--- config.mk ---
export PLATFORM = sky130hd
export DESIGN_NAME = cpu_bus_interface_flat
export DESIGN_NICKNAME = d
export VERILOG_FILES = /design/src/rtl/cpu_bus_pkg.sv /design/src/rtl/cpu_bus_interface_if.sv /design/src/rtl/sync_fifo.sv /design/src/rtl/cpu_bus_interface.sv /design/src/flat_wrapper.sv
export SDC_FILE = /design/constraint.sdc
export NUM_CORES = 1
export LEC_CHECK = 0
export BUFFER_PORTS_ARGS = -buffer_cell sky130_fd_sc_hd__clkbuf_2
export CAP_MARGIN = 30
export CORE_MARGIN = 5
export CORE_UTILIZATION = 60
export CTS_CLUSTER_DIAMETER = 150
export CTS_CLUSTER_SIZE = 12
export DETAILED_ROUTE_END_ITERATION = 8
export PLACE_DENSITY = 0.9
export SETUP_SLACK_MARGIN = 0.1
export SLEW_MARGIN = 20
export SYNTH_ARGS = -nofsm -noshare
export SYNTH_HDL_FRONTEND = slang
export SYNTH_SLANG_ARGS = --single-unit
--- constraint.sdc ---
create_clock -name clk_in -period 5.37 [get_ports clk_in]
set_input_delay 1.074 -clock clk_in [delete_from_list [all_inputs] [get_ports clk_in]]
set_output_delay 1.074 -clock clk_in [all_outputs]
set_load 0.02 [all_outputs]
--- src/rtl/cpu_bus_pkg.sv ---
// Shared types for the CPU bus-interface unit: transfer FSM states and level-width helper.
package cpu_bus_pkg;

  typedef enum logic [1:0] {
    BusIdle  = 2'd0,
    BusWrite = 2'd1,
    BusRead  = 2'd2
  } bus_state_t;

  // Occupancy counters need one extra bit so "full" is representable.
  function automatic int unsigned lvl_width(input int unsigned depth);
    return $clog2(depth) + 1;
  endfunction

endpackage

--- src/rtl/cpu_bus_interface_if.sv ---
// Core-side request/response and memory-side handshake signals of the bus-interface unit.
interface cpu_bus_if #(
  parameter int ADDR_W = 16,
  parameter int DATA_W = 8
);
  logic              core_valid;
  logic              core_we;
  logic [ADDR_W-1:0] core_addr;
  logic [DATA_W-1:0] core_wdata;
  logic              core_ready;
  logic [DATA_W-1:0] core_rdata;
  logic              core_rvalid;
  logic              mem_req;
  logic              mem_we;
  logic [ADDR_W-1:0] mem_addr;
  logic [DATA_W-1:0] mem_wdata;
  logic              mem_ack;
  logic [DATA_W-1:0] mem_rdata;

  // master = core plus memory environment, slave = the bus-interface unit
  modport master (
    output core_valid, core_we, core_addr, core_wdata, mem_ack, mem_rdata,
    input  core_ready, core_rdata, core_rvalid, mem_req, mem_we, mem_addr, mem_wdata
  );

  modport slave (
    input  core_valid, core_we, core_addr, core_wdata, mem_ack, mem_rdata,
    output core_ready, core_rdata, core_rvalid, mem_req, mem_we, mem_addr, mem_wdata
  );
endinterface

--- src/rtl/sync_fifo.sv ---
// Single-clock FIFO used as the posted-write buffer; DEPTH must be a power of two.
module sync_fifo
  import cpu_bus_pkg::*;
#(
  parameter int WIDTH = 8,
  parameter int DEPTH = 4
) (
  input  logic                        clk_in,
  input  logic                        reset,
  input  logic                        push,
  input  logic [WIDTH-1:0]            push_data,
  input  logic                        pop,
  output logic [WIDTH-1:0]            pop_data,
  output logic                        full,
  output logic                        empty,
  output logic [lvl_width(DEPTH)-1:0] level
);
  localparam int PTR_W = $clog2(DEPTH);
  localparam int LVL_W = lvl_width(DEPTH);

  logic [WIDTH-1:0] mem [DEPTH];
  logic [PTR_W-1:0] wr_ptr;
  logic [PTR_W-1:0] rd_ptr;
  logic [LVL_W-1:0] count;
  logic             do_push;
  logic             do_pop;

  assign full     = (count == LVL_W'(DEPTH));
  assign empty    = (count == '0);
  assign level    = count;
  assign pop_data = mem[rd_ptr];
  assign do_push  = push && !full;
  assign do_pop   = pop && !empty;

  // Storage needs no reset: entries are only read once counted as valid.
  always_ff @(posedge clk_in) begin
    if (do_push) mem[wr_ptr] <= push_data;
  end

  always_ff @(posedge clk_in or negedge reset) begin
    if (!reset) begin
      wr_ptr <= '0;
      rd_ptr <= '0;
      count  <= '0;
    end else begin
      if (do_push) wr_ptr <= wr_ptr + 1'b1;
      if (do_pop)  rd_ptr <= rd_ptr + 1'b1;
      case ({do_push, do_pop})
        2'b10:   count <= count + 1'b1;
        2'b01:   count <= count - 1'b1;
        default: count <= count;
      endcase
    end
  end
endmodule

--- src/rtl/cpu_bus_interface.sv ---
// Bus-interface unit: posted-write buffer, valid/ack memory handshake, read-after-write ordering.
// Optional watchdog abort of hung transfers is compiled in with BUS_TIMEOUT_EN.
module cpu_bus_interface
  import cpu_bus_pkg::*;
#(
  parameter int ADDR_W         = 16,
  parameter int DATA_W         = 8,
  parameter int WBUF_DEPTH     = 4,
  parameter int TIMEOUT_CYCLES = 16
) (
  input  logic                             clk_in,
  input  logic                             reset,
  cpu_bus_if.slave                         bus,
  output logic [lvl_width(WBUF_DEPTH)-1:0] wbuf_level,
  output logic                             bus_error
);
  typedef struct packed {
    logic [ADDR_W-1:0] addr;
    logic [DATA_W-1:0] data;
  } wentry_t;

  bus_state_t        state, state_nxt;
  wentry_t           push_ent, head;
  logic              full, empty, pop;
  logic              wr_acc, rd_acc, abort;

  logic              mem_req_q, mem_req_nxt;
  logic              mem_we_q, mem_we_nxt;
  logic [ADDR_W-1:0] mem_addr_q, mem_addr_nxt;
  logic [DATA_W-1:0] mem_wdata_q, mem_wdata_nxt;
  logic [DATA_W-1:0] rdata_q, rdata_nxt;
  logic              rvalid_q, rvalid_nxt;

  assign bus.core_ready  = bus.core_we ? !full : (empty && state == BusIdle);
  assign wr_acc          = bus.core_valid && bus.core_we && !full;
  assign rd_acc          = bus.core_valid && !bus.core_we && empty && state == BusIdle;
  assign push_ent        = '{addr: bus.core_addr, data: bus.core_wdata};

  assign bus.mem_req     = mem_req_q;
  assign bus.mem_we      = mem_we_q;
  assign bus.mem_addr    = mem_addr_q;
  assign bus.mem_wdata   = mem_wdata_q;
  assign bus.core_rdata  = rdata_q;
  assign bus.core_rvalid = rvalid_q;

  sync_fifo #(
    .WIDTH ($bits(wentry_t)),
    .DEPTH (WBUF_DEPTH)
  ) u_wbuf (
    .clk_in    (clk_in),
    .reset     (reset),
    .push      (wr_acc),
    .push_data (push_ent),
    .pop       (pop),
    .pop_data  (head),
    .full      (full),
    .empty     (empty),
    .level     (wbuf_level)
  );

`ifdef BUS_TIMEOUT_EN
  localparam int WCNT_W = $clog2(TIMEOUT_CYCLES);
  logic [WCNT_W-1:0] wait_cnt;
  logic              bus_error_q;

  // wait_cnt is 0 in the first request cycle, so abort lands in request cycle TIMEOUT_CYCLES.
  assign abort     = (state != BusIdle) && !bus.mem_ack &&
                     (wait_cnt == WCNT_W'(TIMEOUT_CYCLES - 1));
  assign bus_error = bus_error_q;

  always_ff @(posedge clk_in or negedge reset) begin
    if (!reset) begin
      wait_cnt    <= '0;
      bus_error_q <= 1'b0;
    end else begin
      wait_cnt    <= (state == BusIdle) ? '0 : wait_cnt + 1'b1;
      bus_error_q <= abort;
    end
  end
`else
  assign abort     = 1'b0;
  assign bus_error = 1'b0;
`endif

  always_comb begin
    state_nxt     = state;
    mem_req_nxt   = mem_req_q;
    mem_we_nxt    = mem_we_q;
    mem_addr_nxt  = mem_addr_q;
    mem_wdata_nxt = mem_wdata_q;
    rdata_nxt     = rdata_q;
    rvalid_nxt    = 1'b0;
    pop           = 1'b0;
    case (state)
      BusIdle: begin
        // A write landing in an empty buffer is issued straight from the core bus;
        // it is still pushed and becomes the head that the ack pops.
        if (!empty || wr_acc) begin
          state_nxt     = BusWrite;
          mem_req_nxt   = 1'b1;
          mem_we_nxt    = 1'b1;
          mem_addr_nxt  = empty ? push_ent.addr : head.addr;
          mem_wdata_nxt = empty ? push_ent.data : head.data;
        end else if (rd_acc) begin
          state_nxt    = BusRead;
          mem_req_nxt  = 1'b1;
          mem_we_nxt   = 1'b0;
          mem_addr_nxt = bus.core_addr;
        end
      end
      BusWrite: begin
        if (bus.mem_ack || abort) begin
          state_nxt   = BusIdle;
          mem_req_nxt = 1'b0;
          mem_we_nxt  = 1'b0;
          pop         = 1'b1;
        end
      end
      BusRead: begin
        if (bus.mem_ack || abort) begin
          state_nxt   = BusIdle;
          mem_req_nxt = 1'b0;
          rvalid_nxt  = 1'b1;
          rdata_nxt   = bus.mem_ack ? bus.mem_rdata : '1;
        end
      end
      default: begin
        state_nxt   = BusIdle;
        mem_req_nxt = 1'b0;
        mem_we_nxt  = 1'b0;
      end
    endcase
  end

  always_ff @(posedge clk_in or negedge reset) begin
    if (!reset) begin
      state       <= BusIdle;
      mem_req_q   <= 1'b0;
      mem_we_q    <= 1'b0;
      mem_addr_q  <= '0;
      mem_wdata_q <= '0;
      rdata_q     <= '0;
      rvalid_q    <= 1'b0;
    end else begin
      state       <= state_nxt;
      mem_req_q   <= mem_req_nxt;
      mem_we_q    <= mem_we_nxt;
      mem_addr_q  <= mem_addr_nxt;
      mem_wdata_q <= mem_wdata_nxt;
      rdata_q     <= rdata_nxt;
      rvalid_q    <= rvalid_nxt;
    end
  end
endmodule
--- src/flat_wrapper.sv ---
// flat-port wrapper written by rule: the top's interface ports become plain ports
module cpu_bus_interface_flat import cpu_bus_pkg::*;
#(
  parameter int ADDR_W         = 16,
  parameter int DATA_W         = 8,
  parameter int WBUF_DEPTH     = 4,
  parameter int TIMEOUT_CYCLES = 16
)
  (clk_in, reset, wbuf_level, bus_error, bus_core_valid, bus_core_we, bus_core_addr, bus_core_wdata, bus_mem_ack, bus_mem_rdata, bus_core_ready, bus_core_rdata, bus_core_rvalid, bus_mem_req, bus_mem_we, bus_mem_addr, bus_mem_wdata);
  cpu_bus_if #(.ADDR_W(ADDR_W), .DATA_W(DATA_W)) bus_i ();
  input  logic clk_in;
  input  logic reset;
  output logic [lvl_width(WBUF_DEPTH)-1:0] wbuf_level;
  output logic bus_error;
  input wire logic [$bits(bus_i.core_valid)-1:0] bus_core_valid;
  input wire logic [$bits(bus_i.core_we)-1:0] bus_core_we;
  input wire logic [$bits(bus_i.core_addr)-1:0] bus_core_addr;
  input wire logic [$bits(bus_i.core_wdata)-1:0] bus_core_wdata;
  input wire logic [$bits(bus_i.mem_ack)-1:0] bus_mem_ack;
  input wire logic [$bits(bus_i.mem_rdata)-1:0] bus_mem_rdata;
  output wire logic [$bits(bus_i.core_ready)-1:0] bus_core_ready;
  output wire logic [$bits(bus_i.core_rdata)-1:0] bus_core_rdata;
  output wire logic [$bits(bus_i.core_rvalid)-1:0] bus_core_rvalid;
  output wire logic [$bits(bus_i.mem_req)-1:0] bus_mem_req;
  output wire logic [$bits(bus_i.mem_we)-1:0] bus_mem_we;
  output wire logic [$bits(bus_i.mem_addr)-1:0] bus_mem_addr;
  output wire logic [$bits(bus_i.mem_wdata)-1:0] bus_mem_wdata;
  assign bus_i.core_valid = bus_core_valid;
  assign bus_i.core_we = bus_core_we;
  assign bus_i.core_addr = bus_core_addr;
  assign bus_i.core_wdata = bus_core_wdata;
  assign bus_i.mem_ack = bus_mem_ack;
  assign bus_i.mem_rdata = bus_mem_rdata;
  assign bus_core_ready = bus_i.core_ready;
  assign bus_core_rdata = bus_i.core_rdata;
  assign bus_core_rvalid = bus_i.core_rvalid;
  assign bus_mem_req = bus_i.mem_req;
  assign bus_mem_we = bus_i.mem_we;
  assign bus_mem_addr = bus_i.mem_addr;
  assign bus_mem_wdata = bus_i.mem_wdata;
  cpu_bus_interface #(.ADDR_W(ADDR_W), .DATA_W(DATA_W), .WBUF_DEPTH(WBUF_DEPTH), .TIMEOUT_CYCLES(TIMEOUT_CYCLES)) u_core (.clk_in(clk_in), .reset(reset), .bus(bus_i), .wbuf_level(wbuf_level), .bus_error(bus_error));
endmodule
-- Word-level counts from Yosys, hierarchy flattened
Memory sizes are Yosys's and may differ from the RTL's.
Index checks and enable logic that the tools add are counted.
- RAM bits: 96
- bits in latches: 0
- word-level logic and storage cells: 68
- memories kept: 1
- register bits after elaboration: 44
- ROM bits: 0
- output and inout port bits: 40
- $lt $le $gt $ge: 0
- mux-type cells: 22
- shift-type cells: 0
- add/subtract/negate cells: 4
- div/mod/pow operators: 0
- bitwise operators: 1
- reduce and logical (&&, ||, !) cells: 22
- equality and inequality tests: 8
- $mul: 0
- memory list (name ; depth ; width ; read ports ; clocked after Yosys merged registers in ; write ports ; line ; RTL):
    u_core.u_wbuf.mem ; 4 ; 24 ; 1 ; 0 ; 1 ; sync_fifo.sv:21 ; logic [WIDTH-1:0] mem [DEPTH];
- operators with widths (kind ; count):
    $mux W16 ; 3
    $mux W1 ; 11
    $logic_and A1 B1 Y1 ; 8
    $mux W8 ; 1
    $reduce_and A2 Y1 ; 4
    $mux W2 ; 3
    $pmux W3 S2 ; 1
    $add A2 B1 Y2 const B ; 2
    $eq A2 B1 Y1 const B ; 2
    $eq A2 B2 Y1 const B ; 2
    $pmux W2 S2 ; 1
    $reduce_bool A2 Y1 ; 2
    $add A3 B1 Y3 const B ; 1
    $eq A3 B3 Y1 const B ; 1
    $logic_not A1 Y1 ; 3
    $logic_not A3 Y1 ; 1
    $ne A3 B2 Y1 const B ; 1
    $pmux W1 S3 ; 1
    $reduce_and A3 Y1 ; 1
    $sub A3 B1 Y3 const B ; 1
    $logic_not A2 Y1 ; 1
    $ne A2 B1 Y1 const B ; 1
    $ne A2 B2 Y1 const B ; 1
    $pmux W1 S2 ; 1
    3 further kinds ; 3

-- Longest topological paths before layout
Gate-level depths: netlist of the first run.
- depth in word-level cells: 7
- depth in mapped cells: 10
- gate-level depth less buffers: 9

-- By module
A second synthesis of the first run with hierarchy kept.
- cells, all modules: 293
- area, all modules: 5766.8 um2
- by module, submodules not included (module ; area an instance (um2) ; times used ; sequential area each (um2) ; cells an instance):
    sync_fifo ; 3891.2 ; 1 ; 3057.9 ; 164
    cpu_bus_interface ; 1875.5 ; 1 ; 925.9 ; 129

-- Worst setup path after synthesis of the first run
Ideal clock, no wire load.
- path type: input to register
- start point: input bus_core_we
- end point: memory u_core.u_wbuf.mem[0][0] (netlist bit) (enable)
- data arrival time: 2.265 ns
- setup slack: 2.723 ns
- stages on the path: 4
- buffers on the path: 1
- path through: and2_1 -> buf_2 -> a21boi_2 -> and2_1
- cells in the longest elaborated chain, start to end: 5
- ends and longest elaborated chain (item ; line ; RTL):
    start, declared ; flat_wrapper.sv:16 ; input wire logic [$bits(bus_i.core_we)-1:0] bus_core_we;
    $logic_and A1 B1 Y1 (2 in a row) ; cpu_bus_interface.sv:35 ; assign wr_acc = bus.core_valid && bus.core_we && !full;
    $logic_and A1 B1 Y1 ; sync_fifo.sv:32 ; assign do_push = push && !full;
    $mux W1 ; sync_fifo.sv:37 ; if (do_push) mem[wr_ptr] <= push_data;
    $mux W1 (implied by the code) ; sync_fifo.sv:37 ;
    end, declared ; sync_fifo.sv:21 ;
No other way between the ends.

-- Worst setup path after layout of the first run
- start point: register u_core.state[1]
- end point: output bus_core_ready
- cells in the longest elaborated chain, start to end: 3
- ends and longest elaborated chain (item ; line ; RTL):
    start, declared ; cpu_bus_interface.sv:22 ; bus_state_t state, state_nxt;
    start signal, assigned ; cpu_bus_interface.sv:137 ; state <= BusIdle;
    start signal, assigned ; cpu_bus_interface.sv:145 ; state <= state_nxt;
    $logic_not A2 Y1 ; cpu_bus_interface.sv:34 ; assign bus.core_ready = bus.core_we ? !full : (empty && state == BusIdle);
    $logic_and A1 B1 Y1 ; cpu_bus_interface.sv:34 ;
    $mux W1 ; cpu_bus_interface.sv:34 ;
    end, declared ; flat_wrapper.sv:21 ; output wire logic [$bits(bus_i.core_ready)-1:0] bus_core_ready;
No other way between the ends.

==> results_dict.tcl, run 1 <==
set metrics [dict create \
    stdcell_count 581 \
    clock_latency_ps 530 \
    synth_area_leaders "edfxtp_1, dfrtp_1, mux4_2, nand2_1, nand4_1" \
    synth_seq_cells 140 \
    maxSlewHeadroom 0.381 \
    synth.cell_area_um2 5680 \
    cp.arrival_ps 2160 \
    tightestPinTransition_ps 927 \
    ant_nets 0 \
    grt_pass1_vias 3657 \
    dieArea_um2 11500 \
    start_kind "register" \
    antenna_found_initial 0 \
    routabilityCongestion 0.786 \
    fin_crit_ps 3240 \
    power_density_nw_per_um2 622 \
    ys_seq_area_frac 0.701 \
    synthArstFlopShare 0.314 \
    required_ps 4300 \
    path_max_fanout 23 \
    hold_end "u_core.bus.core_rdata[0]$_DFFE_PN0P_" \
    rsz0062_at_grt "no" \
    r2r-start "u_core.u_wbuf.level[2]$_DFFE_PN0P_" \
    finalSetupViolations 0 \
    htree_levels 4 \
    worstRegToRegCells 8 \
    design.core.area_um2 9240 \
    hold_path_class "reg -> reg" \
    avgSynthCellArea_um2 15.9 \
    critPathKind "reg -> out" \
    synth_edf_count 96 \
    fin_skew_ps 8.75 \
    clock_sinks 140 \
    die_w_um 107 \
    avgRoutedWirePerCell_um 21.7 \
    r2r-end "u_core.u_wbuf.level[2]$_DFFE_PN0P_" \
    holdPathStages 1 \
    synthFlopType "edfxtp_1" \
    ys_warn_count 0 \
    total_power_mw 4.26 \
    ctsHoldBuffers 0 \
    nNetsFinal 485 \
    power.leakage_nw 2.67 \
    layout-drive-gt1-share 0.338 \
    yosys.area.top_type_share 0.507 \
    fin_setup_tns_ps 0 \
    io_pins 77 \
    syn-num-nets 404 \
    n_antenna_cell 0 \
    synth_area_leader_cell "edfxtp_1" \
    place_area_um2 6190 \
    hpwl_um 7570 \
    slew_viol_final 0 \
    layout_commonest_cell "edfxtp_1" \
    path_clk_slew_ps 60 \
    rows 35 \
    drt-vias-per-instance 6.12 \
    routed_wl_um 12600 \
    min_from "u_core.bus.core_rdata[0]$_DFFE_PN0P_" \
    syn_to_final_growth_pct 20.6 \
    route.detailed.drc 0 \
    final_cell_mix "edfxtp_1, clkbuf_2, nand2_1" \
    fin_area_um2 6850 \
    syn_inst 358 \
    synth_cell_types 36 \
    grt_overflow 0 \
    grt_max_degree 45 \
    max-vdd-ir-drop_mv 0.307 \
    clk_path_buf_depth 2 \
    cts_buffers 17 \
    r2r_slack_ps 2990 \
    max-cap-violations 0 \
    ctsRootBufferMaster "clkbuf_8" \
    placed_cells 548 \
    cts_tree "done" \
    worst_setup_path_end_kind "primary output" \
    hold_viol_final 0 \
    io_buffers 75 \
    min_period_over_period 0.602 \
    timing.fmax_ghz 0.309 \
    status "finished, final reports clean" \
    grt_usage 0.234 \
    start_util 0.615 \
    firstDrtPassIters 5 \
    dr_total_vias 3556 \
    drt_iter0_drc 279 \
    grt_pass1_wl_um 19500 \
    die-height_um 107 \
    cts_resized 0 \
    cts_setup_buffers 0 \
]
Yosys cell counts, types with 2 or more instances:
library cell  number
nand2_1           51
ha_1               8
nand4_1           17
nand2b_1          10
xnor2_1            3
a31oi_1           16
inv_1             10
dfrtp_1           44
clkbuf_1           8
a21oi_1            4
buf_6              2
a2bb2oi_1          2
buf_4              5
mux2_2             9
mux4_2            24
buf_2              5
edfxtp_1          96
o21ai_0            2
nor2_1            19
xor2_1             3
and2_1             5
worst max-delay path: stages, from the launching register on:
cell and delay, ps:
dfrtp_1 390, inv_1 110, ha_1 670, a21oi_1 140, a21oi_1 150, clkbuf_2 180
kinds of logic (layout without fill, tap and decap cells):
group | count (synthesis) | count (layout) | share of synthesized area
buffers and inverters | 30 | 124 | 0.0269
AND/OR/NAND/NOR | 108 | 108 | 0.0896
adder cells (fa/ha/maj) | 9 | 9 | 0.0211
XOR/XNOR | 6 | 6 | 0.00925
AO/OA/AOI/OAI | 31 | 31 | 0.0381
multiplexers | 33 | 33 | 0.113
other | 1 | 1 | 0.000660
flip-flops | 140 | 140 | 0.701
power breakdown:
part	leakage [nW]	internal, mW	switching (mW)	total, mW
registers	1.40	1.41	0.224	1.63
logic	0.959	0.547	0.784	1.33
clock network	0.316	0.850	0.447	1.30
total	2.67	2.81	1.45	4.26
final cells by class:
type | instances | area, um2
sequential | 140 | 3990
fill | 509 | 2390
multi-input combinational | 188 | 1550
timing repair buffer | 82 | 463
clock buffer | 18 | 418
clock inverter | 14 | 240
tap | 129 | 161
inverter | 10 | 37.5
per-layer routing:
| metal | GRT usage | share of wire |
|---|---|---|
| met1 | 0.280 | 0.37 |
| met2 | 0.400 | 0.53 |
| met3 | 0.0450 | 0.061 |
| met4 | 0.127 | 0.034 |
| met5 | 0 | 0 |
how the worst max path moves through the flow:
| stage | startpoint | end | slack, ps | depth (start not counted) |
|---|---|---|---|---|
| CTS | u_core.state[1]$_DFFE_PN0P_ | bus_core_ready | 2190 | 5 |
| detailed placement | bus_core_valid | u_core.u_wbuf.mem[0][20]$_DFFE_PP_ | 2350 | 5 |
| finish | u_core.state[1]$_DFFE_PN0P_ | bus_core_ready | 2130 | 5 |
| floorplan | bus_core_we | u_core.u_wbuf.mem[0][0]$_DFFE_PP_ | 2720 | 4 |
| global route | u_core.state[1]$_DFFE_PN0P_ | bus_core_ready | 1990 | 5 |
| global placement | bus_core_valid | u_core.u_wbuf.mem[1][20]$_DFFE_PP_ | 2140 | 4 |
flip-flops by register name, indices dropped and copies added (netlist names):
register / cells
u_core.bus.mem_addr: 16
u_core.bus.mem_wdata: 8
u_core.state: 2
u_core.bus.mem_req: 1
u_core.u_wbuf.level: 3
u_core.u_wbuf.wr_ptr: 2
u_core.u_wbuf.rd_ptr: 2
u_core.u_wbuf.mem: 96
u_core.bus.mem_we: 1
u_core.bus.core_rdata: 8
u_core.bus.core_rvalid: 1
stage by stage:
step                hold slack (ps)   util  worst slack [ps]
floorplan                       519      -              2720
global placement                486  0.663              2140
detailed placement              489  0.669              2350
CTS                             506  0.741              2190
global route                    513  0.742              1990
finish                          503  0.742              2130
Note: power is estimated with default switching activity, not from simulation.
==> inputs of run 2 (changes only) <==
--- a/config.mk
+++ b/config.mk
@@ -8,11 +8,11 @@
 export BUFFER_PORTS_ARGS = -buffer_cell sky130_fd_sc_hd__clkbuf_2
 export CAP_MARGIN = 30
 export CORE_MARGIN = 5
-export CORE_UTILIZATION = 60
+export CORE_UTILIZATION = 57
 export CTS_CLUSTER_DIAMETER = 150
 export CTS_CLUSTER_SIZE = 12
 export DETAILED_ROUTE_END_ITERATION = 8
-export PLACE_DENSITY = 0.9
+export PLACE_DENSITY = 0.86
 export SETUP_SLACK_MARGIN = 0.1
 export SLEW_MARGIN = 20
 export SYNTH_ARGS = -nofsm -noshare
==> constraint.sdc (replaced) <==
create_clock -name clk_in -period 3.2 [get_ports clk_in]
set_input_delay 0.64 -clock clk_in [delete_from_list [all_inputs] [get_ports clk_in]]
set_output_delay 0.64 -clock clk_in [all_outputs]
set_load 0.02 [all_outputs]
==> run 2 against run 1 <==
Power grew 62%. Critical path depth grew 1. Cell count increased by 1.4%. Register-to-register slack worse by 2200 ps. Sequential power grew 65%. Clock-buffer cell count rose by 2. Largest power group unchanged. Sequential share of layout area rose by 0.38 points. First-iteration DRC count shrank 21%. Die area up 4.8%. Combinational power increased by 72%. Highest routed layer unchanged.
==> results_dict.tcl, run 2 (synthesis results as in run 1) <==
set metrics [dict create \
    nNetsFinal 489 \
    grt_pass1_wl_um 19300 \
    ctsRootBufferMaster "clkbuf_8" \
    syn_to_final_growth_pct 19.8 \
    r2r-end "u_core.u_wbuf.level[2]$_DFFE_PN0P_" \
    cts_buffers 17 \
    status "finished, final reports clean" \
    grt_usage 0.224 \
    io_pins 77 \
    layout_commonest_cell "edfxtp_1" \
    clock_latency_ps 520 \
    dieArea_um2 12100 \
    fin_setup_tns_ps 0 \
    final_cell_mix "edfxtp_1, clkbuf_2, nand2_1" \
    start_util 0.584 \
    path_max_fanout 17 \
    hold_viol_final 0 \
    multi_input_area_um2 1540 \
    power_density_nw_per_um2 1010 \
    ant_nets 0 \
    htree_levels 4 \
    min_period_over_period 0.822 \
    maxSlewHeadroom 0.394 \
    design.core.area_um2 9730 \
    routed_wl_um 12000 \
    antenna_found_initial 0 \
    io_buffers 75 \
    register_area_um2 3990 \
    fin_area_um2 6810 \
    required_ps 2560 \
    grt_overflow 0 \
    hold_path_class "in -> async" \
    grt_pass1_vias 3553 \
    grt_max_degree 33 \
    worst_setup_path_end_kind "primary output" \
    worstRegToRegCells 8 \
    critPathKind "reg -> out" \
    layout-drive-gt1-share 0.333 \
    die_w_um 110 \
    firstDrtPassIters 4 \
    clock_sinks 140 \
    place_ws_ps 582 \
    fin_crit_ps 2630 \
    start_kind "register" \
    total_power_mw 6.89 \
    cp.arrival_ps 1990 \
    cts_resized 0 \
    route.detailed.drc 0 \
    largest_reg_flops 96 \
    ctsHoldBuffers 0 \
    drt_iter0_drc 220 \
    power.leakage_nw 2.64 \
    finalSetupViolations 0 \
    clk_path_buf_depth 2 \
    cts_tree "done" \
    fillers 636 \
    timing.fmax_ghz 0.380 \
    drt-vias-per-instance 5.73 \
    avgRoutedWirePerCell_um 20.5 \
    max-cap-violations 0 \
    path_clk_slew_ps 60 \
    r2r-start "u_core.u_wbuf.level[2]$_DFFE_PN0P_" \
    die-height_um 110 \
    largest_register "u_core.u_wbuf.mem" \
    rsz0062_at_grt "no" \
    rows 36 \
    place_area_um2 6200 \
    slew_viol_final 0 \
    routabilityCongestion 0.784 \
    hpwl_um 7810 \
    setup_slack_ps 568 \
    dr_total_vias 3373 \
    cts_setup_buffers 0 \
    r2r_slack_ps 830 \
    fin_skew_ps 7.29 \
    max-vdd-ir-drop_mv 0.427 \
    n_antenna_cell 0 \
    tightestPinTransition_ps 908 \
]
run 2: changes by cell type in the layout (fill, tap and decap cells not counted), sizes merged:
cell	previous run	this run
clkinvlp	2	5
clkbuf	93	95
buf	7	11
bufinv	6	3
inv	12	10
run 2: per-layer routing:
metal  global-route usage  share of wire
met5                    0              0
met4                0.116          0.022
met3               0.0587          0.068
met2                0.356           0.51
met1                0.286           0.40
run 2: how the worst max path moves through the flow:
stage,start,endpoint,cells past startpoint
final,u_core.state[1]$_DFFE_PN0P_,bus_core_ready,6
after detailed placement,bus_core_valid,u_core.u_wbuf.level[1]$_DFFE_PN0P_,8
after global routing,u_core.state[0]$_DFFE_PN0P_,bus_core_ready,6
after CTS,u_core.state[1]$_DFFE_PN0P_,bus_core_ready,6
after floorplan,bus_core_we,u_core.u_wbuf.mem[0][0]$_DFFE_PP_,4
after global placement,bus_core_valid,u_core.u_wbuf.level[2]$_DFFE_PN0P_,10
run 2: power breakdown:
group	total [mW]	internal [mW]	leakage (nW)	switching, mW
clock	1.90	1.18	0.265	0.721
combinational	2.29	0.972	0.983	1.32
sequential	2.69	2.37	1.40	0.325
run 2: worst max-delay path, stage by stage, from the launching register on:
cell and delay (ps):
dfrtp_1 390, inv_1 110, ha_1 330, buf_4 260, a21oi_1 80, a21oi_1 120
clkbuf_2 180
run 2: area by class of cell:
class | count | share of cell area
clock buffer | 20 | 0.0625
clock inverter | 12 | 0.0221
inverter | 10 | 0.00551
multi-input combinational | 188 | 0.227
sequential | 140 | 0.585
tap | 133 | 0.0244
timing repair buffer | 86 | 0.0732
run 2: through the flow:
stage | instances | hold WS (ps) | util
floorplan | 358 | 344 | -
global placement | 555 | 485 | 0.635
detailed placement | 556 | 481 | 0.638
CTS | 588 | 125 | 0.697
global route | 589 | 172 | 0.700
finish | 589 | 134 | 0.700
==> inputs of run 3 (changes only) <==
--- a/config.mk
+++ b/config.mk
@@ -8,11 +8,11 @@
 export BUFFER_PORTS_ARGS = -buffer_cell sky130_fd_sc_hd__clkbuf_2
 export CAP_MARGIN = 30
 export CORE_MARGIN = 5
-export CORE_UTILIZATION = 57
+export CORE_UTILIZATION = 51
 export CTS_CLUSTER_DIAMETER = 150
 export CTS_CLUSTER_SIZE = 12
 export DETAILED_ROUTE_END_ITERATION = 8
-export PLACE_DENSITY = 0.86
+export PLACE_DENSITY = 0.82
 export SETUP_SLACK_MARGIN = 0.1
 export SLEW_MARGIN = 20
 export SYNTH_ARGS = -nofsm -noshare
==> constraint.sdc (replaced) <==
create_clock -name clk_in -period 2.4 [get_ports clk_in]
set_input_delay 0.48 -clock clk_in [delete_from_list [all_inputs] [get_ports clk_in]]
set_output_delay 0.48 -clock clk_in [all_outputs]
set_load 0.02 [all_outputs]
==> run 3 against run 2 <==
Via count rose by 0.42%. Routed wire length decreased by 0.26%. Setup slack got worse by 370 ps. Sequential share of layout area down 0.76 points. Clock-buffer cell count is 2 higher. Global-route usage fell by 2.7 points.
==> results_dict.tcl, run 3 (synthesis results as in run 1) <==
set metrics [dict create \
    rsz0062_at_grt "yes" \
    grt_usage 0.197 \
    firstDrtPassIters 5 \
    place_area_um2 6280 \
    cts_buffers 17 \
    largest_reg_flops 96 \
    largest_register "u_core.u_wbuf.mem" \
    grt_pass1_wl_um 19400 \
    drt_iter0_drc 304 \
    worstPathCellList "inv_1 -> ha_2 -> a21oi_1 -> a21oi_1 -> clkbuf_2" \
    n_antenna_cell 0 \
    grt_overflow 0 \
    max-vdd-ir-drop_mv 0.678 \
    max_stage_delay_ps 390 \
    timing.fmax_ghz 0.453 \
    cpMostUsedCell "a21oi_1" \
    final_cell_mix "edfxtp_1, clkbuf_2, nand2_1" \
    avgRoutedWirePerCell_um 19.9 \
    intPower_mw 6.05 \
    hold_path_class "in -> async" \
    tightestPinTransition_ps 592 \
    power.leakage_nw 2.71 \
    switching_share 0.344 \
    cts_tree "done" \
    ant_nets 0 \
    start_util 0.522 \
    p_comb_frac 0.338 \
    grt_max_degree 45 \
    fin_area_um2 6900 \
    layout_commonest_cell "edfxtp_1" \
    htree_levels 4 \
    path_max_fanout 7 \
    worst_setup_path_end_kind "primary output" \
    start_kind "register" \
    dr_total_vias 3387 \
    clock_sinks 140 \
    slew_viol_final 0 \
    fin_crit_ps 2210 \
    ctsHoldBuffers 0 \
    cpMaxStageDelayCell "dfrtp_1" \
    dieArea_um2 13300 \
    hpwl_um 7910 \
    drt-vias-per-instance 5.61 \
    required_ps 1920 \
    syn_to_final_growth_pct 21.4 \
    maxSlewHeadroom 0.602 \
    finalSetupViolations 0 \
    fin_skew_ps 10.8 \
    power_density_nw_per_um2 1340 \
    die_w_um 116 \
    antenna_found_initial 0 \
    route.detailed.drc 0 \
    clk_path_buf_depth 2 \
    grt_pass1_vias 3632 \
    path_clk_slew_ps 60 \
    ctsRootBufferMaster "clkbuf_8" \
    routed_wl_um 12000 \
    fin_setup_tns_ps 0 \
    power_frac_clock 0.280 \
    max-cap-violations 0 \
    nNetsFinal 497 \
    rows 38 \
    io_pins 77 \
    layout-drive-gt1-share 0.358 \
    routabilityCongestion 0.804 \
    die-height_um 116 \
    io_buffers 75 \
    clock_latency_ps 530 \
    pwr-share-seq 0.382 \
    p_switching_mw 3.17 \
    critPathKind "reg -> out" \
    min_period_over_period 0.919 \
    status "finished, final reports clean" \
    cp.arrival_ps 1730 \
    hold_viol_final 0 \
    design.core.area_um2 10900 \
]
==> run 3: cell count changes in the layout (fill, tap and decap cells not counted), moves of 2 or more <==
cell | before | now
clkbuf_1 | 3 | 1
clkinv_4 | 1 | 3
inv_6 | 0 | 3
ha_2 | 0 | 2
buf_12 | 0 | 2
clkinvlp_4 | 5 | 0
buf_4 | 9 | 17
clkbuf_16 | 16 | 19
ha_1 | 8 | 6
bufinv_16 | 3 | 1
buf_16 | 2 | 0
==> run 3: critical path: cells and delay by family, from the launching register on <==
kind            cells  cell delay [ps]
compound gates      2              240
fa+ha+maj           1              260
buf+inv             2              310
flops               1              390
==> run 3: worst paths after layout <==
| kind | startpoint | end | slack, ps | cells after the start |
|---|---|---|---|---|
| setup / recovery | u_core.state[1]$_DFFE_PN0P_ | bus_core_ready | 190 | 5 |
| setup reg to reg | u_core.u_wbuf.level[0]$_DFFE_PN0P_ | u_core.u_wbuf.level[2]$_DFFE_PN0P_ | 270 | 8 |
| hold reg to reg | u_core.bus.core_rdata[6]$_DFFE_PN0P_ | u_core.bus.core_rdata[6]$_DFFE_PN0P_ | 500 | 1 |
| hold / removal | reset | u_core.bus.mem_addr[14]$_DFFE_PN0P_ | 40 | 2 |
| max in group asynchronous | reset | u_core.u_wbuf.rd_ptr[0]$_DFFE_PN0P_ | 1910 | 2 |
| min in group clk_in | bus_mem_rdata[0] | u_core.bus.core_rdata[0]$_DFFE_PN0P_ | 180 | 2 |
==> run 3: stage by stage <==
step	hold WS [ps]	setup WS [ps]	power, mW	instances	util
2_1_floorplan	184	329	5.68	358	-
3_3_place_gp	478	365	6.55	572	0.577
3_5_place_dp	493	262	6.70	572	0.577
4_1_cts	56.7	116	9.31	604	0.633
5_1_grt	92.2	70.4	9.77	604	0.633
6_report	41.2	193	9.22	604	0.633
==> run 3: power by group through the flow <==
stage | clock network [mW] | registers (mW) | logic (mW)
floorplan | 0 | 3.79 | 1.89
global placement | 0 | 3.51 | 3.04
detailed placement | 0 | 3.56 | 3.14
CTS | 2.63 | 3.52 | 3.16
global route | 2.77 | 3.59 | 3.41
finish | 2.58 | 3.52 | 3.11
==> run 3: final cells by class <==
class / instances / area [um2]
Clock buffer: 22 / 507
Clock inverter: 10 / 97.6
Fill cell: 764 / 3990
Inverter: 10 / 37.5
Multi-Input combinational cell: 188 / 1550
Sequential cell: 140 / 3990
Tap cell: 140 / 175
Timing Repair Buffer: 94 / 543
==> run 3: repair_timing <==
item,in CTS,in global routing
buffers inserted,0,0
gates resized for setup,0,3
setup endpoints to repair,0,2
==> run 3: metal layers <==
layer  GRT usage  wire length, um
met1       0.243             4740
met2       0.328             6210
met3      0.0554              756
met4      0.0869              304
met5           0                0
